### config.mk
export PLATFORM = sky130hd
export DESIGN_NAME = scroll_band
export DESIGN_NICKNAME = d
export VERILOG_FILES = /design/src/rtl/scroll_band.sv
export SDC_FILE = /design/constraint.sdc
export NUM_CORES = 2
export LEC_CHECK = 0
export ABC_AREA = 1
export CELL_PAD_IN_SITES_DETAIL_PLACEMENT = 1
export CELL_PAD_IN_SITES_GLOBAL_PLACEMENT = 1
export CORE_MARGIN = 4
export CORE_UTILIZATION = 49
export CTS_CLUSTER_SIZE = 12
export DETAILED_ROUTE_END_ITERATION = 10
export GPL_ROUTABILITY_DRIVEN = 0
export PLACE_DENSITY = 0.84
export SYNTH_ARGS = -nofsm -noshare
export SYNTH_HDL_FRONTEND = slang
export SYNTH_SLANG_ARGS = --single-unit
### constraint.sdc
create_clock -name clk -period 8.8 [get_ports clk]
set_input_delay 1.76 -clock clk [delete_from_list [all_inputs] [get_ports clk]]
set_output_delay 1.76 -clock clk [all_outputs]
set_load 0.02 [all_outputs]
### src/rtl/scroll_band.sv
// Scrolling-band renderer: a BAND_ROWS x PERIOD bit pattern, tiled horizontally,
// scrolled once per frame with a speed ramp, pause and run-time pattern load.
module scroll_band #(
  parameter int unsigned BAND_TOP     = 400,
  parameter int unsigned BAND_ROWS    = 8,
  parameter int unsigned PERIOD       = 160,
  parameter int unsigned SPD_W        = 4,
  parameter int unsigned SPEED_INIT   = 4,
  parameter int unsigned SPEED_MAX    = 12,
  parameter int unsigned ACCEL_FRAMES = 600,
  localparam int unsigned RW = (BAND_ROWS > 1) ? $clog2(BAND_ROWS) : 1,
  localparam int unsigned PW = $clog2(PERIOD)
) (
  input  logic              clk,
  input  logic              rst,
  input  logic [8:0]        row_addr,
  input  logic [9:0]        col_addr,
  input  logic              fresh,
  input  logic              game_status,
  input  logic              pause,
  input  logic              pat_we,
  input  logic [RW-1:0]     pat_row,
  input  logic [PERIOD-1:0] pat_data,
  output logic              px,
  output logic [PW-1:0]     scroll_pos,
  output logic [SPD_W-1:0]  speed,
  output logic              running
);

  localparam int unsigned CW = (ACCEL_FRAMES > 1) ? $clog2(ACCEL_FRAMES) : 1;

  typedef enum logic [1:0] {ST_IDLE, ST_RUN, ST_PAUSE} state_e;

  state_e             state_q;
  logic               running_q;
  logic               fresh_q;
  logic               tick;
  logic [PW-1:0]      scroll_q, scroll_d;
  logic [SPD_W-1:0]   speed_q, speed_d;
  logic [CW-1:0]      cnt_q;
  logic [PW:0]        scroll_sum;

  logic [PERIOD-1:0]  pat_q [BAND_ROWS];

  logic [8:0]         prow_d;
  logic               in_band_d, in_band_q;
  logic [RW-1:0]      prow_q;
  logic [10:0]        idx_sum;
  logic [PW-1:0]      idx_d, idx_q;
  logic               px_q;

  assign tick = fresh_q & ~fresh;

  // Next scroll offset (single wrap) and saturating speed increment
  always_comb begin
    scroll_sum = {1'b0, scroll_q} + (PW+1)'(speed_q);
    scroll_d   = PW'(scroll_sum);
    if (scroll_sum >= (PW+1)'(PERIOD)) scroll_d = PW'(scroll_sum - (PW+1)'(PERIOD));
    speed_d = speed_q;
    if (speed_q < SPD_W'(SPEED_MAX)) speed_d = speed_q + SPD_W'(1);
  end

  // Frame-strobe edge detector
  always_ff @(posedge clk) begin
    if (rst) fresh_q <= 1'b0;
    else     fresh_q <= fresh;
  end

  // Game FSM with scroll advance and speed ramp on frame ticks while running
  always_ff @(posedge clk) begin
    if (rst) begin
      state_q   <= ST_IDLE;
      running_q <= 1'b0;
      scroll_q  <= '0;
      speed_q   <= SPD_W'(SPEED_INIT);
      cnt_q     <= '0;
    end else if (!game_status) begin
      state_q   <= ST_IDLE;
      running_q <= 1'b0;
      speed_q   <= SPD_W'(SPEED_INIT);
      cnt_q     <= '0;
    end else begin
      case (state_q)
        ST_IDLE: begin
          state_q   <= ST_RUN;
          running_q <= 1'b1;
        end
        ST_RUN: begin
          if (pause) begin
            state_q   <= ST_PAUSE;
            running_q <= 1'b0;
          end
          if (tick) begin
            scroll_q <= scroll_d;
            if (ACCEL_FRAMES != 0) begin
              if (cnt_q == CW'(ACCEL_FRAMES - 1)) begin
                cnt_q   <= '0;
                speed_q <= speed_d;
              end else begin
                cnt_q <= cnt_q + CW'(1);
              end
            end
          end
        end
        ST_PAUSE: begin
          if (!pause) begin
            state_q   <= ST_RUN;
            running_q <= 1'b1;
          end
        end
        default: begin
          state_q   <= ST_IDLE;
          running_q <= 1'b0;
        end
      endcase
    end
  end

  // Pattern store: row 0 solid after reset, rows written at run time
  always_ff @(posedge clk) begin
    if (rst) begin
      for (int unsigned r = 0; r < BAND_ROWS; r++) begin
        if (r == 0) pat_q[r] <= '1;
        else        pat_q[r] <= '0;
      end
    end else if (pat_we && (32'(pat_row) < BAND_ROWS)) begin
      pat_q[pat_row] <= pat_data;
    end
  end

  // Stage-1 address decode: band membership, pattern row, wrapped column
  always_comb begin
    prow_d    = row_addr - 9'(BAND_TOP);
    in_band_d = prow_d < 9'(BAND_ROWS);
    idx_sum   = {1'b0, col_addr} + 11'(scroll_q);
    idx_d     = PW'(idx_sum % 11'(PERIOD));
  end

  // Two-stage pixel pipe: register decode, then look up the pattern bit
  always_ff @(posedge clk) begin
    if (rst) begin
      in_band_q <= 1'b0;
      prow_q    <= '0;
      idx_q     <= '0;
      px_q      <= 1'b0;
    end else begin
      in_band_q <= in_band_d;
      prow_q    <= prow_d[RW-1:0];
      idx_q     <= idx_d;
      px_q      <= in_band_q ? pat_q[prow_q][idx_q] : 1'b0;
    end
  end

  assign px         = px_q;
  assign scroll_pos = scroll_q;
  assign speed      = speed_q;
  assign running    = running_q;

endmodule

-- Word level (Yosys, flattened, before mapping)
Memories as Yosys holds them, arrays and structs flattened. A register that Yosys moved wholly into a read port is not among the register bits.
Cells that the tools add are included.
- equal/unequal tests: 5
- multiplexer cells: 19
- divide/modulo/power cells: 1
- reductions and logical operators: 8
- $add $sub $neg: 6
- order comparisons: 4
- bitwise operators: 4
- operators with widths (cell ; number):
    two-way mux 160 bit ; 1
    OR reduction 160 bit ; 1
    adder 10 x 8 -> 11 bit ; 1
    modulo 11 x 8 -> 11 bit, second input constant ; 1
    adder 10 x 1 -> 10 bit, second input constant ; 1
    == test 10 bit, second input constant ; 1
    two-way mux 10 bit ; 1
    adder 8 x 4 -> 9 bit ; 1
    greater-or-equal comparator 9 x 8 -> 1 bit, second input constant ; 1
    less-than comparator 8 x 9 -> 1 bit, second input constant ; 1
    less-than comparator 9 x 4 -> 1 bit, second input constant ; 1
    two-way mux 1 bit ; 9
    subtractor 9 bit, second input constant ; 1
    binary-select mux 1 bit (select 8 bit) ; 1
    two-way mux 8 bit ; 1
    subtractor 8 bit, second input constant ; 1
    two-way mux 3 bit ; 2
    one-hot mux 2 bit (3 select lines) ; 1
    adder 4 x 1 -> 4 bit, second input constant ; 1
    less-than comparator 4 bit, second input constant ; 1
    two-way mux 2 bit ; 2
    inequality test 2 bit, second input constant ; 2
    AND reduction 2 bit ; 2
    AND reduction 4 bit ; 1
    other kinds (8) ; 11
- logic and storage cells: 57
- RAM bits: 1280
- input bits: 188
- memories: 1
- register bits after elaboration: 36
- memories (memory ; depth ; width ; read ports ; clocked after Yosys merged registers in ; write ports ; RTL line ; text):
    pat_q ; 8 ; 160 ; 1 ; 1 ; 8 ; 43 ; logic [PERIOD-1:0] pat_q [BAND_ROWS];

-- Logic depth before layout (Yosys ltp)
- depth in word-level cells: 5
- depth in mapped cells: 23
- mapped depth without buffers: 23

-- Worst setup path before layout
No wires, ideal clock.
- path kind: input -> register
- start: input rst
- end: memory pat_q[1][0] (enable)
- data arrival time: 5.691 ns
- buffers on the path: 3
- data required time: 7.481 ns
- path slack: 1.790 ns
- stages on the path: 8
- setup time: 1.319 ns
- cell sequence: clkbuf_1 > inv_1 > nand2_1 > nor2_1 > nand2_1 > clkbuf_1 > clkbuf_1 > nand2_1
- RTL lines (what ; RTL line ; text):
    start: declaration ; 15 ; input logic rst,
    end: declaration ; 43 ;

==> load_flow_metrics.sql <==
INSERT INTO impl_metrics (metric_group, metric, value, unit) VALUES
('run_status', 'outcome', 'finished, final reports clean', ''),
('worst_setup_path', 'cp.required', '9170', 'ps'),
('clocking', 'postCtsHoldBufs', '0', ''),
('sta', 'setup_viol_count_final', '0', ''),
('drt', 'routed_wl', '199000', 'um'),
('job', 'maxCapViolCount', '0', ''),
('layout', 'area_occupied_by_multi_input_gates', '17000', 'sq um'),
('sta', 'achievable-frequency', '194', 'MHz'),
('hold_path', 'hold_path_startpoint', 'running', ''),
('drt', 'drt_first_pass_iters', '5', ''),
('sta', 'worst_slack', '3650', 'ps'),
('sta', 'finalCritPeriodShare', '58.5', '%'),
('sta', 'grt_setup_unrepaired', 'false', ''),
('yosys', 'synth-seq-cells', '1319', ''),
('global_routing', 'grt_max_degree', '240', ''),
('drt', 'drcViolationCount', '0', ''),
('worst_setup_path', 'timing.critical_path.arrival', '5520', 'ps'),
('yosys', 'syn_avg_cell_area', '10.2', 'sq um'),
('layout', 'filler_cell_count', '12772', ''),
('floorplanning', 'design.core.area', '119000', 'sq um'),
('yosys', 'synth_async_sr_flop_share', '0', '%'),
('drt', 'routed_wl_per_cell', '26.7', 'um'),
('clocking', 'worst_path_clk_slew', '60', 'ps'),
('placed_design', 'buffer_ports.inserted', '201', ''),
('clocking', 'clock_tree.htree_level_count', '4', ''),
('hold_path', 'holdCritPathClass', 'flop to flop', ''),
('placed_design', 'place_ws', '2940', 'ps'),
('global_routing', 'wire_length_of_the_first_global_routing_pass', '301000', 'um'),
('worst_setup_path', 'path_class', 'primary input to flop', ''),
('yosys', 'yosys_warnings', '0', ''),
('sta', 'timing.hold.ws', '464', 'ps'),
('sta', 'fin_worst_skew', '33.3', 'ps'),
('layout', 'syn2layout_area_growth', '12.3', '%'),
('drt', 'post_drt_via_cell_ratio', '6.26', ''),
('clocking', 'clock_latency', '760', 'ps'),
('clocking', 'cts_max_path_buffers', '3', ''),
('yosys', 'synth.lib_cells_used.distinct', '45', ''),
('worst_setup_path', 'worstRegToRegCells', '16', ''),
('pwr', 'power_density', '218', 'nW/um^2'),
('floorplanning', 'floorplan.die_area', '126000', 'sq um'),
('worst_setup_path', 'critPathMaxFanout', '74', ''),
('global_routing', 'global_route_usage_over_all_layers', '31.2', '%'),
('yosys', 'syn_nets', '5981', ''),
('layout', 'final_core_utilization', '55.7', '%'),
('floorplanning', 'floorplan.initialDensity', '49.6', '%'),
('placed_design', 'detailedPlacementHpwl', '106000', 'um'),
('drt', 'detailed_route_via_count', '46797', ''),
('clocking', 'clock-sinks', '1319', ''),
('layout', 'ff_latch_area', '39200', 'sq um'),
('global_routing', 'grt_antenna_before_repair', '5', ''),
('clocking', 'cts.repair.resized', '0', ''),
('worst_setup_path', 'worst_r2r_endpoint', 'px', ''),
('yosys', 'syn_inst', '5775', ''),
('drt', 'drtAntennaViolNets', '0', ''),
('sta', 'timing.final.hold_violations', '0', ''),
('clocking', 'clock_tree.root_cell', 'clkbuf_16', ''),
('floorplanning', 'floorplan.io_pins', '202', ''),
('layout', 'finish.net_count', '5970', ''),
('drt', 'detail_route.iter0.violations', '6078', ''),
('yosys', 'synth_enable_flop_cells', '1280', ''),
('clocking', 'cts_buffers', '142', ''),
('worst_setup_path', 'critPathLaunchType', 'primary input', ''),
('clocking', 'tritoncts', 'done', ''),
('pwr', 'vdd_drop_max', '0.181', 'mV'),
('hold_path', 'hold_path_depth', '2', ''),
('global_routing', 'grt_overflow_total', '0', ''),
('sta', 'timing_worst_slew_pin_value', '1350', 'ps'),
('hold_path', 'hold_path_end', 'running', ''),
('sta', 'final.min_clock_period', '5150', 'ps'),
('sta', 'report.final.slew_viol_count', '0', ''),
('pwr', 'total_leakage_power', '0.0242', 'uW'),
('worst_setup_path', 'reg2reg_setup_slack', '3820', 'ps'),
('sta', 'slew-limit-headroom', '9.79', '%'),
('yosys', 'yosysSeqAreaShare', '66.7', '%'),
('global_routing', 'first_global_vias', '50368', ''),
('yosys', 'syn-cell-area', '58800', 'sq um'),
('sta', 'totalNegativeSetupSlack', '0', 'ps'),
('worst_setup_path', 'end_kind', 'flop', ''),
('layout', 'final_layout_size_suffix_gt1_share', '5.10', '%'),
('clocking', 'post_cts.repair.setup_buffers', '0', ''),
('floorplanning', 'floorplan.rows', '126', ''),
('floorplanning', 'die_x', '354', 'um'),
('floorplanning', 'die_h', '354', 'um'),
('yosys', 'yosys_most_used_dff', 'edfxtp_1', '');
==> critical path, cell delays in order <==
cell	delay (ps)
clkdlybuf4s50_1	400
buf_4	210
inv_1	120
nand2_1	100
nor2_1	510
nand2_4	680
nand2_4	1120
buf_12	530
==> layout by cell type, fill, tap and decap left out, types with 4 or more instances in the layout <==
cell and instances:
nand3_1 247, clkinv_1 32, a21oi_1 30, o221ai_1 12, nor2_1 1840, nor3_1 10, clkbuf_16 147, clkbuf_1 45
or2_1 4, o21ai_1 16, nand4_1 8, xor2_1 11, clkinv_8 4, ha_1 16, edfxtp_1 1280, nand2_4 17
o211ai_1 13, nand3b_1 4, inv_6 4, buf_4 47, nand2_1 521, buf_12 14, inv_2 5, dfxtp_4 4
dfxtp_1 34, inv_1 232, clkinv_2 12, o21ai_0 678, xnor2_1 5, nand2_2 17, clkdlybuf4s50_1 201, o22ai_1 320
nand3_2 5
==> cells in the mapped netlist (2+ instances only) <==
cell | n | share of area, %
nand2_4 | 2 | 0.038
clkinv_1 | 3 | 0.019
o21ai_1 | 16 | 0.14
nand3b_1 | 4 | 0.051
edfxtp_1 | 1280 | 65
nand3_1 | 247 | 2.1
clkbuf_1 | 283 | 1.8
nand4_1 | 8 | 0.085
a21oi_2 | 3 | 0.045
o22ai_1 | 320 | 3.4
nand3_2 | 5 | 0.085
nor2_2 | 3 | 0.032
nand2_2 | 17 | 0.18
dfxtp_1 | 39 | 1.3
xor2_1 | 11 | 0.16
ha_1 | 16 | 0.34
o211ai_1 | 13 | 0.17
or2_1 | 4 | 0.043
fa_1 | 2 | 0.068
a21oi_1 | 30 | 0.26
xnor2_1 | 5 | 0.074
buf_2 | 80 | 0.68
o21ai_0 | 678 | 5.8
nor2_1 | 1840 | 12
buf_1 | 17 | 0.11
buf_6 | 3 | 0.057
a211oi_1 | 2 | 0.026
buf_4 | 33 | 0.42
nor3_1 | 10 | 0.085
or2_2 | 2 | 0.021
inv_1 | 233 | 1.5
inv_2 | 7 | 0.045
o221ai_1 | 12 | 0.18
nand2_1 | 536 | 3.4
==> state kept, by name (all words and copies together) (netlist names), named ones only <==
signal and flops:
in_band_q 1, cnt_q 10, running 1, fresh_q 1, scroll_pos 8, speed 4, idx_q 8, pat_q 1280
px 1, state_q 2
==> logic make-up (layout without fill, tap and decap cells) <==
family,count (synthesis),in the layout,synth area share [%]
other,0,3,0
AND/OR/NAND/NOR,2682,2682,18.0
flip-flops,1319,1319,66.7
adder cells (fa/ha/maj),18,18,0.408
buffers and inverters,661,753,4.64
AO/OA/AOI/OAI,1079,1079,10.1
XOR/XNOR,16,16,0.238
==> how the worst max path moves through the flow <==
stage,cells after the start,startpoint,endpoint,slack [ps]
final,8,rst,pat_q[6][85],3650
after global routing,8,rst,pat_q[6][85],3510
after CTS,8,rst,pat_q[6][85],3670
after detailed placement,8,rst,pat_q[6][96],2940
after global placement,8,rst,pat_q[6][78],3060
after floorplan,8,rst,pat_q[1][0],1790
==> power breakdown <==
part	internal (uW)	switching [uW]
logic	345	974
clock network	3130	2510
registers	7280	138
==> layout make-up <==
| type | count | area share (%) |
|---|---|---|
| Timing Repair Buffer | 262 | 4.00 |
| Inverter | 244 | 1.44 |
| Clock buffer | 192 | 5.82 |
| Multi-Input combinational cell | 3795 | 25.7 |
| Clock inverter | 55 | 0.621 |
| Antenna cell | 3 | 0.0114 |
| Tap cell | 1600 | 3.03 |
| Sequential cell | 1319 | 59.4 |
==> metrics by stage <==
step | power, uW | cell area (sq um) | instances
finish | 14400 | 66100 | 7470
global route | 14800 | 66100 | 7468
CTS | 14400 | 66100 | 7467
detailed placement | 8800 | 61800 | 7220
global placement | 8710 | 61800 | 7220
floorplan | 8270 | 58800 | 5775
==> metal layers <==
| layer | wire length [um] | GRT usage (%) | vias to the layer above |
|---|---|---|---|
| met5 | 13 | 0 | - |
| met2 | 97700 | 52.5 | 2835 |
| li1 | - | - | 19859 |
| met4 | 9250 | 14.4 | 2 |
| met1 | 73900 | 39.3 | 23502 |
| met3 | 18400 | 5.60 | 599 |
(Power assumes the default switching activity.)
